### src/rtl/uart_pkg.sv
// Shared UART definitions: state encoding, frame width and the even-parity helper.
// Intended to be common to uart_tx and uart_rx.
package uart_pkg;

  localparam int DATA_BITS = 8;

  localparam logic [2:0] IDLE   = 3'd0;
  localparam logic [2:0] START  = 3'd1;
  localparam logic [2:0] DATA   = 3'd2;
  localparam logic [2:0] PARITY = 3'd3;
  localparam logic [2:0] STOP   = 3'd4;

  function automatic logic even_parity(input logic [DATA_BITS-1:0] d);
    return ^d;
  endfunction

endpackage

### src/rtl/uart_baud_tick.sv
// Baud divider: counts 0..CLKS_PER_BIT-1 and asserts tick on the terminal count.
// clear holds the count at zero so the first bit of a frame gets its full length.
module uart_baud_tick #(
  parameter int CLKS_PER_BIT = 1
) (
  input  logic clk,
  input  logic rst_n,
  input  logic clear,
  output logic tick
);

  localparam int CW = $clog2(CLKS_PER_BIT + 1);
  localparam logic [CW-1:0] TERM = CW'(CLKS_PER_BIT - 1);

  logic [CW-1:0] cnt;

  assign tick = !clear && (cnt == TERM);

  always_ff @(posedge clk or negedge rst_n) begin
    if (!rst_n) begin
      cnt <= '0;
    end else if (clear || tick) begin
      cnt <= '0;
    end else begin
      cnt <= cnt + CW'(1);
    end
  end

endmodule

### src/rtl/uart_tx.sv
// UART transmitter: start bit, 8 data bits LSB first, optional even parity, stop bit(s).
// Define UART_TX_PARITY_EN to insert the parity bit between the data and stop bits.
module uart_tx
  import uart_pkg::*;
#(
  parameter int CLKS_PER_BIT = 1,
  parameter int STOP_BITS    = 1
) (
  input  logic       clk,
  input  logic       rst_n,
  input  logic [7:0] din,
  input  logic       din_valid,
  output logic       din_ready,
  output logic       tx_data,
  output logic       busy,
  output logic       done
);

  // Handshake: a byte moves on a rising edge where din_valid && din_ready;
  // din_ready is high only in IDLE, and din is captured on that same edge.

  logic [2:0]           state_q, state_nxt;
  logic [DATA_BITS-1:0] shift_q, shift_nxt;
  logic [2:0]           bit_cnt_q, bit_cnt_nxt;
  logic                 stop_cnt_q, stop_cnt_nxt;
  logic                 tick;
  logic                 take;
  logic                 stop_last;
  logic                 tx_nxt, busy_nxt, done_nxt;

`ifdef UART_TX_PARITY_EN
  logic                 par_q;
`endif

  assign din_ready = (state_q == IDLE);
  assign take      = din_valid && din_ready;
  assign stop_last = (stop_cnt_q == 1'(STOP_BITS - 1));

  uart_baud_tick #(
    .CLKS_PER_BIT(CLKS_PER_BIT)
  ) u_baud (
    .clk  (clk),
    .rst_n(rst_n),
    .clear(state_q == IDLE),
    .tick (tick)
  );

  always_ff @(posedge clk or negedge rst_n) begin
    if (!rst_n) begin
      state_q    <= IDLE;
      shift_q    <= '0;
      bit_cnt_q  <= '0;
      stop_cnt_q <= 1'b0;
      tx_data    <= 1'b1;
      busy       <= 1'b0;
      done       <= 1'b0;
    end else begin
      state_q    <= state_nxt;
      shift_q    <= shift_nxt;
      bit_cnt_q  <= bit_cnt_nxt;
      stop_cnt_q <= stop_cnt_nxt;
      tx_data    <= tx_nxt;
      busy       <= busy_nxt;
      done       <= done_nxt;
    end
  end

`ifdef UART_TX_PARITY_EN
  // Parity is fixed at transfer time so later din changes cannot disturb it.
  always_ff @(posedge clk or negedge rst_n) begin
    if (!rst_n) begin
      par_q <= 1'b0;
    end else if (take) begin
      par_q <= even_parity(din);
    end
  end
`endif

  always_comb begin
    state_nxt    = state_q;
    shift_nxt    = shift_q;
    bit_cnt_nxt  = bit_cnt_q;
    stop_cnt_nxt = stop_cnt_q;
    case (state_q)
      IDLE: begin
        if (take) begin
          state_nxt    = START;
          shift_nxt    = din;
          bit_cnt_nxt  = '0;
          stop_cnt_nxt = 1'b0;
        end
      end
      START: begin
        if (tick) state_nxt = DATA;
      end
      DATA: begin
        if (tick) begin
          shift_nxt   = {1'b0, shift_q[DATA_BITS-1:1]};
          bit_cnt_nxt = bit_cnt_q + 3'd1;
          if (bit_cnt_q == 3'(DATA_BITS - 1)) begin
`ifdef UART_TX_PARITY_EN
            state_nxt = PARITY;
`else
            state_nxt = STOP;
`endif
          end
        end
      end
`ifdef UART_TX_PARITY_EN
      PARITY: begin
        if (tick) state_nxt = STOP;
      end
`endif
      STOP: begin
        if (tick) begin
          if (stop_last) state_nxt = IDLE;
          else           stop_cnt_nxt = 1'b1;
        end
      end
      default: state_nxt = IDLE;
    endcase
  end

  // Outputs are registered, so they are derived from the upcoming state.
  always_comb begin
    tx_nxt   = 1'b1;
    busy_nxt = (state_nxt != IDLE);
    done_nxt = (state_q == STOP) && (state_nxt == IDLE);
    case (state_nxt)
      START:   tx_nxt = 1'b0;
      DATA:    tx_nxt = shift_nxt[0];
`ifdef UART_TX_PARITY_EN
      PARITY:  tx_nxt = par_q;
`endif
      default: tx_nxt = 1'b1;
    endcase
  end

endmodule
### config.mk
export PLATFORM = sky130hd
export DESIGN_NAME = uart_tx
export DESIGN_NICKNAME = d
export VERILOG_FILES = /design/src/rtl/uart_pkg.sv /design/src/rtl/uart_baud_tick.sv /design/src/rtl/uart_tx.sv
export SDC_FILE = /design/constraint.sdc
export NUM_CORES = 1
export LEC_CHECK = 0
export ABC_CLOCK_PERIOD_IN_PS = 1400
export CORE_MARGIN = 4
export CORE_UTILIZATION = 40
export CTS_BUF_LIST = sky130_fd_sc_hd__clkbuf_4 sky130_fd_sc_hd__clkbuf_8
export CTS_CLUSTER_DIAMETER = 40
export DETAILED_ROUTE_END_ITERATION = 16
export DONT_BUFFER_PORTS = 1
export GPL_TIMING_DRIVEN = 0
export PLACE_DENSITY = 0.56
export SETUP_SLACK_MARGIN = 0.02
export SYNTH_ARGS = -nofsm -noshare
export SYNTH_HDL_FRONTEND = slang
export SYNTH_SLANG_ARGS = --single-unit
### constraint.sdc
create_clock -name clk -period 1.4 [get_ports clk]
set_input_delay 0.42 -clock clk [delete_from_list [all_inputs] [get_ports clk]]
set_output_delay 0.42 -clock clk [all_outputs]
set_load 0.01 [all_outputs]
* Yosys cells after proc, flatten, opt, wreduce, memory -nomap -nowiden *
Cells that the tools add are included.

storage, ports and cells
  output and inout bits = 4
  flip-flop bits (word level) = 19
  input port bits = 11

cells by class
  bitwise logic cells = 1
  $add $sub $neg = 2
  reduce and logical (&&, ||, !) cells = 12
  equality and inequality tests = 9
  multiplexer cells = 19

operators with widths
  kind                                                                      count
  3-bit 2-to-1 mux                                                          8
  8-bit 2-to-1 mux                                                          2
  8-bit case mux with 2 select lines                                        1
  3-bit case mux with 4 select lines                                        1
  3-bit by 1-bit equality test with 1-bit output (second input constant)    2
  3-bit by 2-bit equality test with 1-bit output (second input constant)    2
  3-bit equality test (second input constant)                               2
  3-bit zero test                                                           2
  2-bit by 1-bit inequality test with 1-bit output (second input constant)  3
  3-bit case mux with 2 select lines                                        1
  3-bit AND reduction                                                       2
  1-bit 2-to-1 mux                                                          4
  1-bit case mux with 2 select lines                                        2
  2-bit nonzero test                                                        2
  3-bit by 1-bit adder with 3-bit output (second input constant)            1
  1-bit logical AND                                                         3
  3-bit nonzero test                                                        1
  1-bit adder (second input constant)                                       1
  1-bit zero test                                                           1
  1-bit logical OR                                                          1
  1-bit inverter                                                            1

* Depth between registers and ports, before layout *
Gate-level depths: netlist of the first run.

  word-level depth = 7
  mapped depth = 5
  gate-level depth less buffers = 5

* By module *
Synthesis of the first run repeated with hierarchy kept, for this count alone.

unflattened totals
  cell total of the unflattened synthesis = 76
  area total of the unflattened synthesis = 865.8 µm²

by module, submodules not included
  module          cells an instance  times used  area each (µm²)
  uart_tx         73                 1           833.3
  uart_baud_tick  3                  1           32.5

* Worst setup path after synthesis of the first run *
No wires, ideal clock.

  path type = register -> register
  from = register u_baud.cnt
  to = register tx_data
  data arrival time = 1425 ps
  data required time = 1314 ps
  setup time = 86 ps
  stages on the path, launching flop included = 5
  clock period less this slack = 1512 ps
  setup slack = -112 ps
  path through = dfrtp_1 buf_6 nor4b_4 nor3b_2 o41a_1

on the way
  cells in the longest elaborated chain, start to end = 6

RTL lines
  element                                                                                                                  line                                          text
  start: declaration                                                                                                       uart_baud_tick.sv:15                          logic [CW-1:0] cnt;
  start signal: assignment                                                                                                 uart_baud_tick.sv:25                          cnt <= cnt + CW'(1);
  1-bit inverter (*)                                                                                                       uart_baud_tick.sv:17                          assign tick = !clear && (cnt == TERM);
  1-bit logical AND (*)                                                                                                    uart_baud_tick.sv:17
  3-bit 2-to-1 mux, on equally long branches                                                                               uart_tx.sv:115, uart_tx.sv:94, uart_tx.sv:97
  3-bit case mux with 4 select lines                                                                                       uart_tx.sv:84                                 case (state_q)
  3-bit by 2-bit equality test with 1-bit output / 3-bit by 1-bit equality test with 1-bit output (equally long branches)  uart_tx.sv:129                                case (state_nxt)
  1-bit case mux with 2 select lines (*)                                                                                   uart_tx.sv:129
  net tx_nxt                                                                                                               uart_tx.sv:29                                 logic tx_nxt, busy_nxt, done_nxt;
  end signal: assignment                                                                                                   uart_tx.sv:62                                 tx_data <= tx_nxt;
  end: declaration                                                                                                         uart_tx.sv:14                                 output logic tx_data,

Mark *: on every way through the listed nets, which the timed path passes. The rest lies on a longest branch. The select of a mux whose other input is x is not followed.
A chain may end at the register's enable or synchronous reset.

* Worst setup path after layout of the first run *
  from = register state_q[1]
  to = register tx_data

on the way
  cells in the longest elaborated chain, start to end = 7

RTL lines
  element                                                                                                                  line                                          text
  start: declaration                                                                                                       uart_tx.sv:22                                 logic [2:0] state_q, state_nxt;
  start signal: assignment                                                                                                 uart_tx.sv:58                                 state_q <= state_nxt;
  3-bit zero test                                                                                                          uart_tx.sv:35, uart_tx.sv:44, uart_tx.sv:84
  1-bit zero test                                                                                                          uart_baud_tick.sv:17
  1-bit logical AND                                                                                                        uart_baud_tick.sv:17
  3-bit 2-to-1 mux, on equally long branches                                                                               uart_tx.sv:115, uart_tx.sv:94, uart_tx.sv:97
  3-bit case mux with 4 select lines                                                                                       uart_tx.sv:84
  3-bit by 2-bit equality test with 1-bit output / 3-bit by 1-bit equality test with 1-bit output (equally long branches)  uart_tx.sv:129
  1-bit case mux with 2 select lines (*)                                                                                   uart_tx.sv:129
  net tx_nxt                                                                                                               uart_tx.sv:29

Marked as above.

==> metrics.md, run 1 <==
| Metric | Value |
|---|---|
| Status | complete, but fails checks |
| Failing checks | negative setup slack |
| Static Leak | 0.506 nW |
| Ys async rst share | 1.00 |
| Setup WS pre-CTS | -0.297 ns |
| Initial antenna violation count | 0 |
| Total power | just over 2 mW |
| MaxCap Viol Count | 0 |
| Power density cells | around 1900 nW/um^2 |
| Worst hold stages | 1 |
| Diode count | 0 |
| Total GRT Usage | 0.136 |
| Worst skew pair latency | about 0.29 ns |
| Synthesized area per cell | 12.1 um^2 |
| Grt ovf | 0 |
| Syn nets | 83 |
| #FFs+latches synth | 18 |
| IO Count | 15 |
| Crit path time final | 1.50 ns |
| Synth Flop Type | dfrtp_1 |
| Worst Path Max Fanout | 6 |
| Worst setup path startpoint | state_q[1] |
| Kind of critical path | flip-flop to flip-flop |
| Global-route wire length before repair | 2.74 mm |
| Worst r2r src | state_q[1] |
| Via Count | roughly 570 |
| Worst Path Required | 1.63 ns |
| Post-DP HPWL | 1.08 mm |
| Mapped Area | 847 um^2 |
| Crit start category | flip-flop |
| Post-DR wirelength/cell | about 15 um |
| Critical Path AT | 1.73 ns |
| R2r setup slk | -0.1 ns |
| Fin crit share | 1.07 |
| R2r endpoint | tx_data |
| Cell count after placement | 97 |
| Ranking of synthesized cells by area | dfrtp_1 (50%), a22o_1 (4.1%), a221o_1 (3.5%) |
| Die area | slightly below 3000 um^2 |
| VDD IR max | 0.000929 V |
| Slack of the critical path | -0.0964 ns |
| Htree depth | 1 |
| Area share of the largest cell type after synthesis | 0.502 |
| First-pass detailed-route iteration total | 2 |
| Vias in the first global route | 569 |
| HP Class | input pin to flip-flop |
| Hold Fails Final Rpt | 0 |
| Syn Inst Count | 70 |
| Layout Nets | 100 |
| Antenna Nets Post-Route | 0 |
| Fillers | 152 |
| Fin cells | 113 |
| Share of cells above drive strength 1 | 0.395 |
| Relative slew slack | 0.454 |
| CTS tree | yes |
| Worst-margin pin slew | between 0.8 and 0.9 ns |
| Seq/Total Area, Yosys | 0.533 |
| Worst Hold Slack | approximately 0.27 ns |
| Reg2reg path depth | 5 |
| Largest net degree at the start of global routing | 19 |
| Worst-path clk slew | around 0.11 ns |
| Final Util | 0.545 |
| # DRC | 0 |
| Synth top cells by count | dfrtp_1 (17), inv_1 (6), nor2_1 (5) |
| Unique masters post-synth | 32 |
| Clk_skew | around 0.0055 ns |
| First DRT Iteration DRCs | 19 |
| Post-synth EDFFs | 0 |
| Leading area contributor after synthesis | dfrtp_1 |
| Yosys Warn Count | 0 |
| Die Width | 54.0 um |
| GP Congestion | 0.721 |
| Starting density of the core | 0.427 |
| Num CTS Buffers | 3 |
| Layout area overhead | 27.6% |
| Crit end category | flip-flop |
| Fmax | 668 MHz |
| DIE HEIGHT | ~54 um |
| Final wirelength | 1.70 mm |
| Vias per Instance | 5.07 |
| Max Slew Vio Count | 0 |
| Finish-stage setup viols | 10 |
| Port bufs | 0 |
| Critical Path Sink | tx_data |
| CTS sink count | 18 |
| Most frequent cell after synthesis | dfrtp_1 |
| CORE AREA | 1980 um^2 |
| RSZ-0062 raised after global routing | yes |
| Rows | 16 |
| CTS Buffer Depth | 2 |
| Root cell of the clock tree | clkbuf_4 |
-- repair_timing --
action,4_1_cts,5_1_grt
pin swaps,5,1
hold buffers,1,0
hold endpoints to repair,18,0
gates resized for setup,15,3
endpoints found under the setup margin,13,14
setup buffers,10,1
-- critical path: stages, from the launching register on --
cell and delay [ns]:
dfrtp_1 0.39, buf_6 0.14, nor4b_4 0.33, buf_6 0.17
nor3b_2 0.05, o41a_1 0.36
-- cells by family (layout without fill, tap and decap cells) --
logic type               after synthesis  after routing  share of synthesized area
AO/OA/AOI/OAI                         18             18                      0.165
adder cells (fa/ha/maj)                2              2                     0.0295
buffers and inverters                 11             27                     0.0768
flip-flops                            18             18                      0.533
multiplexers                           1              1                     0.0118
other                                  1              1                    0.00443
AND/OR/NAND/NOR                       19             19                      0.179
-- metrics by stage --
stage,cell area [um^2],setup TNS [ns]
detailed placement,881,-2.38
global placement,881,-2.28
global route,1080,-1.49
finish,1080,-0.646
CTS,1060,-0.571
floorplan,847,-0.436
-- state kept, by name, indices dropped and copies added, names as in the netlist --
name	cells
shift_q	8
done	1
busy	1
u_baud.cnt	1
state_q	3
bit_cnt_q	3
tx_data	1
-- final cells by class --
cell class / count / area, um^2 / share of cell area
clock buffers: 4 / 36.3 / 0.0336
flip-flops and latches: 18 / 452 / 0.418
inverters: 6 / 22.5 / 0.0208
plain buffers: 5 / 52.6 / 0.0486
multi-input cells: 41 / 388 / 0.359
well taps: 27 / 33.8 / 0.0312
repair buffers: 12 / 96.3 / 0.0891
-- report_power, final --
group / internal (mW) / switching, mW
registers: 0.727 / 0.103
logic: 0.485 / 0.425
clock network: 0.158 / 0.164
-- cells in the final DEF, fill, tap and decap left out, types with 3 or more instances in the layout --
cell / instances
a221o_1: 3
a22o_1: 4
a22oi_1: 3
buf_4: 11
buf_6: 5
clkbuf_4: 3
dfrtp_1: 17
inv_1: 6
nor2_1: 5
o21ai_2: 3
-- worst min path at each step --
stage          startpoint      endpoint  slack (ns)
4_1_cts            din[3]    shift_q[3]        0.26
2_1_floorplan       rst_n  bit_cnt_q[0]        0.12
3_5_place_dp        rst_n    state_q[0]        0.12
6_report           din[3]    shift_q[3]        0.27
5_1_grt            din[3]    shift_q[3]        0.25
3_3_place_gp        rst_n    state_q[0]        0.12
-- routing by layer --
metal | wire [um] | share of wire | track usage
met2 | 811 | 0.48 | 0.202
met3 | 76 | 0.045 | 0.0332
met4 | 12 | 0.0071 | 0.0747
met5 | 0 | 0 | 0
met1 | 794 | 0.47 | 0.181
Note: power is estimated with default switching activity, not from simulation.
==> run 2: changes to the inputs <==
ABC_CLOCK_PERIOD_IN_PS = 1460   (was 1400)
PLACE_DENSITY = 0.54   (was 0.56)
clock period = 1.46 ns   (was 1.4 ns; I/O delays follow)
==> run 2 against run 1 <==
Net effect:
- the flow still finishes with violations (negative setup slack)
- combinational power decreased by 18%
- sequential share of layout area increased by 2.1 points
- power decreased by 11%
- register-to-register slack improved by 0.03 ns
- non-clock buffer count decreased by 3
- clock skew increased by 0.0012 ns
- maximum frequency decreased by 2.0%
- largest cell class unchanged
- highest routed layer unchanged
==> metrics.md, run 2 (synthesized netlist as in run 1, its figures left out) <==
| Metric | Value |
|---|---|
| Slack of the critical path | -0.0662 ns (+0.0302 ns) |
| First-pass detailed-route iteration total | 4 (+2) |
| Clk_skew | 0.00669 ns (+0.00116 ns) |
| Most common cell after layout, fill and taps aside | dfrtp_1 |
| Vias in the first global route | 579 (+1.8%) |
| Diode count | 0 (unchanged) |
| Root cell of the clock tree | clkbuf_4 |
| Fillers | 172 (+13%) |
| Share of cells above drive strength 1 | 0.313 (-0.0821) |
| CP max-delay cell | dfrtp_1 |
| CTS Buffer Depth | 2 (unchanged) |
| Commonest cells after routing, fill and taps aside | dfrtp_1 (17), buf_4 (9), inv_1 (6) |
| Total GRT Usage | 0.133 (-0.00339) |
| VDD IR max | 0.000864 V (-7.0%) |
| Biggest register | shift_q |
| Crit end category | flip-flop |
| Worst Path Required | 1.69 ns (+0.06 ns) |
| Layout Nets | 97 (-3.0%) |
| Biggest registers after layout | shift_q (8), bit_cnt_q (3), state_q (3) |
| Rows | 16 (unchanged) |
| Worst skew pair latency | 0.30 ns (about the same) |
| Crit path time final | 1.53 ns (+0.0298 ns) |
| Worst-margin pin slew | 0.784 ns (-0.0330 ns) |
| Vias per Instance | 5.13 (+1.1%) |
| Share of power burned in registers | 0.430 (+0.028) |
| Relative slew slack | 0.476 (+0.0221) |
| Cell count after placement | 97 (unchanged) |
| Finish-stage setup viols | 6 (-4) |
| Global-route wire length before repair | 2.62 mm (-4.5%) |
| Num CTS Buffers | 3 (unchanged) |
| Initial antenna violation count | 0 (unchanged) |
| MaxCap Viol Count | 0 (unchanged) |
| Max FFs per register | 8 (unchanged) |
| Failing checks | negative setup slack |
| Starting density of the core | 0.427 (unchanged) |
| Max Slew Vio Count | 0 (unchanged) |
| Clock share of power | 0.165 (+0.009) |
| Setup TNS | -0.283 ns (+0.363 ns) |
| Port bufs | 0 (unchanged) |
| Kind of critical path | flip-flop to flip-flop |
| Htree depth | 1 (unchanged) |
| Fmax | 655 MHz (-2.0%) |
| CTS tree | yes |
| Power density cells | 1790 nW/um^2 (-6.0%) |
| Worst Hold Slack | 0.277 ns (+0.00691 ns) |
| Worst-path clk slew | 0.10 ns (about the same) |
| Logic pwr share | 0.405 (-0.036) |
| # DRC | 0 (unchanged) |
| Largest net degree at the start of global routing | 19 (unchanged) |
| Grt ovf | 0 (unchanged) |
| Layout area overhead | 21.4% |
| Crit start category | flip-flop |
| Antenna Nets Post-Route | 0 (unchanged) |
| CTS sink count | 18 (unchanged) |
| Worst path cell trace | buf_6 -> nor4b_4 -> buf_4 -> nor3b_2 -> o41a_1 |
| Die area | 2920 um^2 (unchanged) |
| Final wirelength | 1.61 mm (-4.8%) |
| Status | complete, but fails checks |
| Top Family by Delay on Critical Path | flip-flops |
| Worst Path Max Fanout | 7 (+1) |
| Fin cells | 110 (-2.7%) |
| Switching share of power | 0.326 (-0.00917) |
| RSZ-0062 raised after global routing | yes |
| IO Count | 15 (unchanged) |
| First DRT Iteration DRCs | 11 (-8) |
| CP max stage delay | 0.38 ns (about the same) |
| HP Class | input pin to flip-flop |
| Die Width | 54.0 um (unchanged) |
| Post-DP HPWL | 1.04 mm (-3.8%) |
| GP Congestion | 0.754 (+4.5%) |
| Static Leak | 0.482 nW (-4.8%) |
| Hold Fails Final Rpt | 0 (unchanged) |
| Post-DR wirelength/cell | 14.7 um (-2.2%) |
| Critical Path AT | 1.76 ns (+0.03 ns) |
| CORE AREA | 1980 um^2 (unchanged) |
| Via Count | 564 (-1.6%) |
| Fin crit share | 1.05 (-0.0235) |
| Internal power | 1.24 mW (-9.3%) |
| DIE HEIGHT | 54.0 um (unchanged) |
| Psw | 0.602 mW (-13%) |
| Worst path bufs/invs | 2 (unchanged) |
## run 2: per-layer routing
layer,up-vias,track usage,wire length (um)
met1,266,0.159,717
li1,282,-,-
met3,4,0.0582,77
met4,0,0.0498,24
met2,12,0.210,794
met5,-,0,0
## run 2: area by class of cell
class                   instances  area [um^2]  share of cell area
repair buffers                  9         73.8              0.0718
clock buffers                   4         36.3              0.0353
well taps                      27         33.8              0.0328
multi-input cells              41          362               0.352
flip-flops and latches         18          452               0.439
inverters                       6         22.5              0.0219
plain buffers                   5         48.8              0.0474
## run 2: path summary, 6_finish.rpt
check	start	endpoint	slack, ns	cells after the start
min	din[3]	shift_q[3]	0.28	1
max reg2reg	state_q[0]	tx_data	-0.07	5
min reg2reg	bit_cnt_q[0]	bit_cnt_q[0]	0.48	1
min in group asynchronous	rst_n	shift_q[0]	0.65	1
max in group asynchronous	rst_n	shift_q[6]	0.32	1
max	state_q[0]	tx_data	-0.07	5
## run 2: through the flow
| step | utilization | setup slack [ns] | power (mW) | instance area (um^2) |
|---|---|---|---|---|
| global placement | 0.444 | -0.223 | 1.36 | 881 |
| global route | 0.519 | -0.133 | 1.99 | 1030 |
| CTS | 0.499 | -0.0729 | 1.80 | 988 |
| floorplan | - | -0.0335 | 1.26 | 847 |
| finish | 0.519 | -0.0662 | 1.84 | 1030 |
| detailed placement | 0.444 | -0.226 | 1.38 | 881 |
## run 2: what timing repair did
action,CTS,global route
setup buffers,5,3
endpoints found under the setup margin,13,13
endpoints found under the hold margin,18,0
gates resized for setup,4,8
pin swaps,2,2
hold buffers,1,0
## run 2: power by group through the flow
stage                     combinational [mW]  sequential, mW  clock, mW
final                                  0.747           0.793      0.305
after global routing                   0.829           0.818      0.345
after CTS                              0.690           0.796      0.319
after detailed placement               0.575           0.806          0
after global placement                 0.565           0.796          0
after floorplan                        0.481           0.781          0
==> RTL edit: new RTL, flow settings as in run 1 <==
Add a define of `UART_TX_PARITY_EN`.
--- a/src/rtl/uart_tx.sv
+++ b/src/rtl/uart_tx.sv
@@ -2,2 +2,4 @@
 // Define UART_TX_PARITY_EN to insert the parity bit between the data and stop bits.
+`define UART_TX_PARITY_EN
+
 module uart_tx
Behaviour: same outputs for any inputs over 10 cycles, from zero or initial values and one cycle with rst_n low; that may be too few to reach the edited logic, so the function may still have changed.
==> RTL edit against run 1 <==
The flow still finishes with violations (negative setup slack); sequential cell count rose by 1; via count rose by 16%; combinational power rose by 32%; critical path depth rose by 1; count of clock-buffer cells in the layout did not move; non-clock buffer count fell by 2; total power rose by 17%; area after synthesis rose by 7.2%; worst setup slack got worse by 0.017 ns; wire length rose by 2.8%; maximum frequency fell by 1.1%; final area rose by 7.4%; die area rose by 6.2%; synthesized cell count rose by 16%.
==> RTL edit: results (changes against run 1) <==
Layout
  • Design area: 1160 um2 (was 1080 um2)
  • Area occupied by multi-input gates: 455 um2 (was 388 um2)
  • Buffers, non-clock: 15 (was 17)
  • Fillers: 190 (was 152)
  • Nets@finish: 110 (was 100)
  • #MultiIn Comb: 54 (was 41)
  • Clock buf/inv share: 2.59% (was 3.36%)
  • Non-CTS inverters: 4 (was 6)
  • Share of layout cells above drive strength 1: 41.7% (was 39.5%)
  • Seq/total area: 41.3% (was 41.8%)
  • Non-clock buffers, area share: 12.7% (was 13.8%)

Outcome
  • Failing checks: negative setup slack (unchanged)
  • Outcome: finished, violations left (unchanged)

Synth
  • Syn Area/Cell: 11.2 um2 (was 12.1 um2)
  • Top cells by area, synth: dfrtp_1 50%, xnor2_1 7.7%, nand2_1 5.4% (was dfrtp_1 50%, a22o_1 4.1%, a221o_1 3.5%)
  • Sequential-to-total area share from yosys stat: 52.5% (was 53.3%)
  • Post-synthesis xor/xnor area fraction: 7.71% (was 0%)
  • Adder-Cell Fraction of Synth Area: 2.75% (was 2.95%)
  • Most instantiated cells after synthesis: 18 x dfrtp_1, 13 x nand2_1, 8 x xnor2_1, 6 x a22oi_1, 4 x inv_1 (was 17 x dfrtp_1, 6 x inv_1, 5 x nor2_1, 4 x a22o_1)

Detailed routing
  • Wire per inst: 14.2 um (was 15.0 um)
  • DR pass1 iterations: 4 (was 2)
  • Iter 0 DRT Violations: 13 (was 19)

Placed design
  • Final GP Congestion: 0.739 (was 0.721)
  • Place WS: -0.304 ns (was -0.297 ns)
  • DP Area: 957 um2 (was 881 um2)

Pwr
  • Worst vdd ir: 0.00100 V (was 0.000929 V)
  • Sw frac: 35.8% (was 33.5%)
  • Lkg Pwr: 0.000543 uW (was 0.000506 uW)

Timing
  • Normalized max-slew margin: 44.6% (was 45.4%)
  • Worst Slack Setup Final: -0.113 ns (was -0.0964 ns)
  • Fin Hold WS: 0.246 ns (was 0.270 ns)
  • Total negative slack: -0.359 ns (was -0.646 ns)
  • Finish-stage setup viols: 6 (was 10)
  • Setup Skew: 0.00181 ns (was 0.00553 ns)

GRT
  • Vias in the first global route: 622 (was 569)
  • Largest net degree at the start of global routing: 20 (was 19)
  • Global-route wire length before repair: 2820 um (was 2740 um)

Floorplan
  • Core ar.: 2060 um2 (was 1980 um2)

Critical path
  • Delay-heaviest family, CP: compound AO/OA/AOI/OAI gates (was flip-flops)
[RTL edit: power groups by stage]
| stage | Sequential, uW | Clock, uW | Combinational (uW) |
|---|---|---|---|
| 6_report | 941 | 285 | 1200 |
| 5_1_grt | 956 | 329 | 1310 |
| 4_1_cts | 919 | 301 | 924 |
| 3_5_place_dp | 927 | 0 | 836 |
| 3_3_place_gp | 920 | 0 | 812 |
| 2_1_floorplan | 896 | 0 | 702 |
[RTL edit: final timing paths]
kind | cells past startpoint | to | from
min in group asynchronous | 1 | bit_cnt_q[2] | rst_n
max in group asynchronous | 1 | u_baud.cnt | rst_n
min reg2reg | 2 | shift_q[6] | shift_q[6]
max reg2reg | 6 | tx_data | state_q[0]
min | 2 | shift_q[1] | din[1]
max | 6 | tx_data | state_q[0]
[RTL edit: layer usage]
metal / wire (um) / vias up / global-route usage [%]
met5: 0 / - / 0
met4: 13 / 0 / 6.25
met3: 78 / 2 / 2.78
met2: 824 / 12 / 17.4
met1: 827 / 330 / 15.4
li1: - / 318 / -
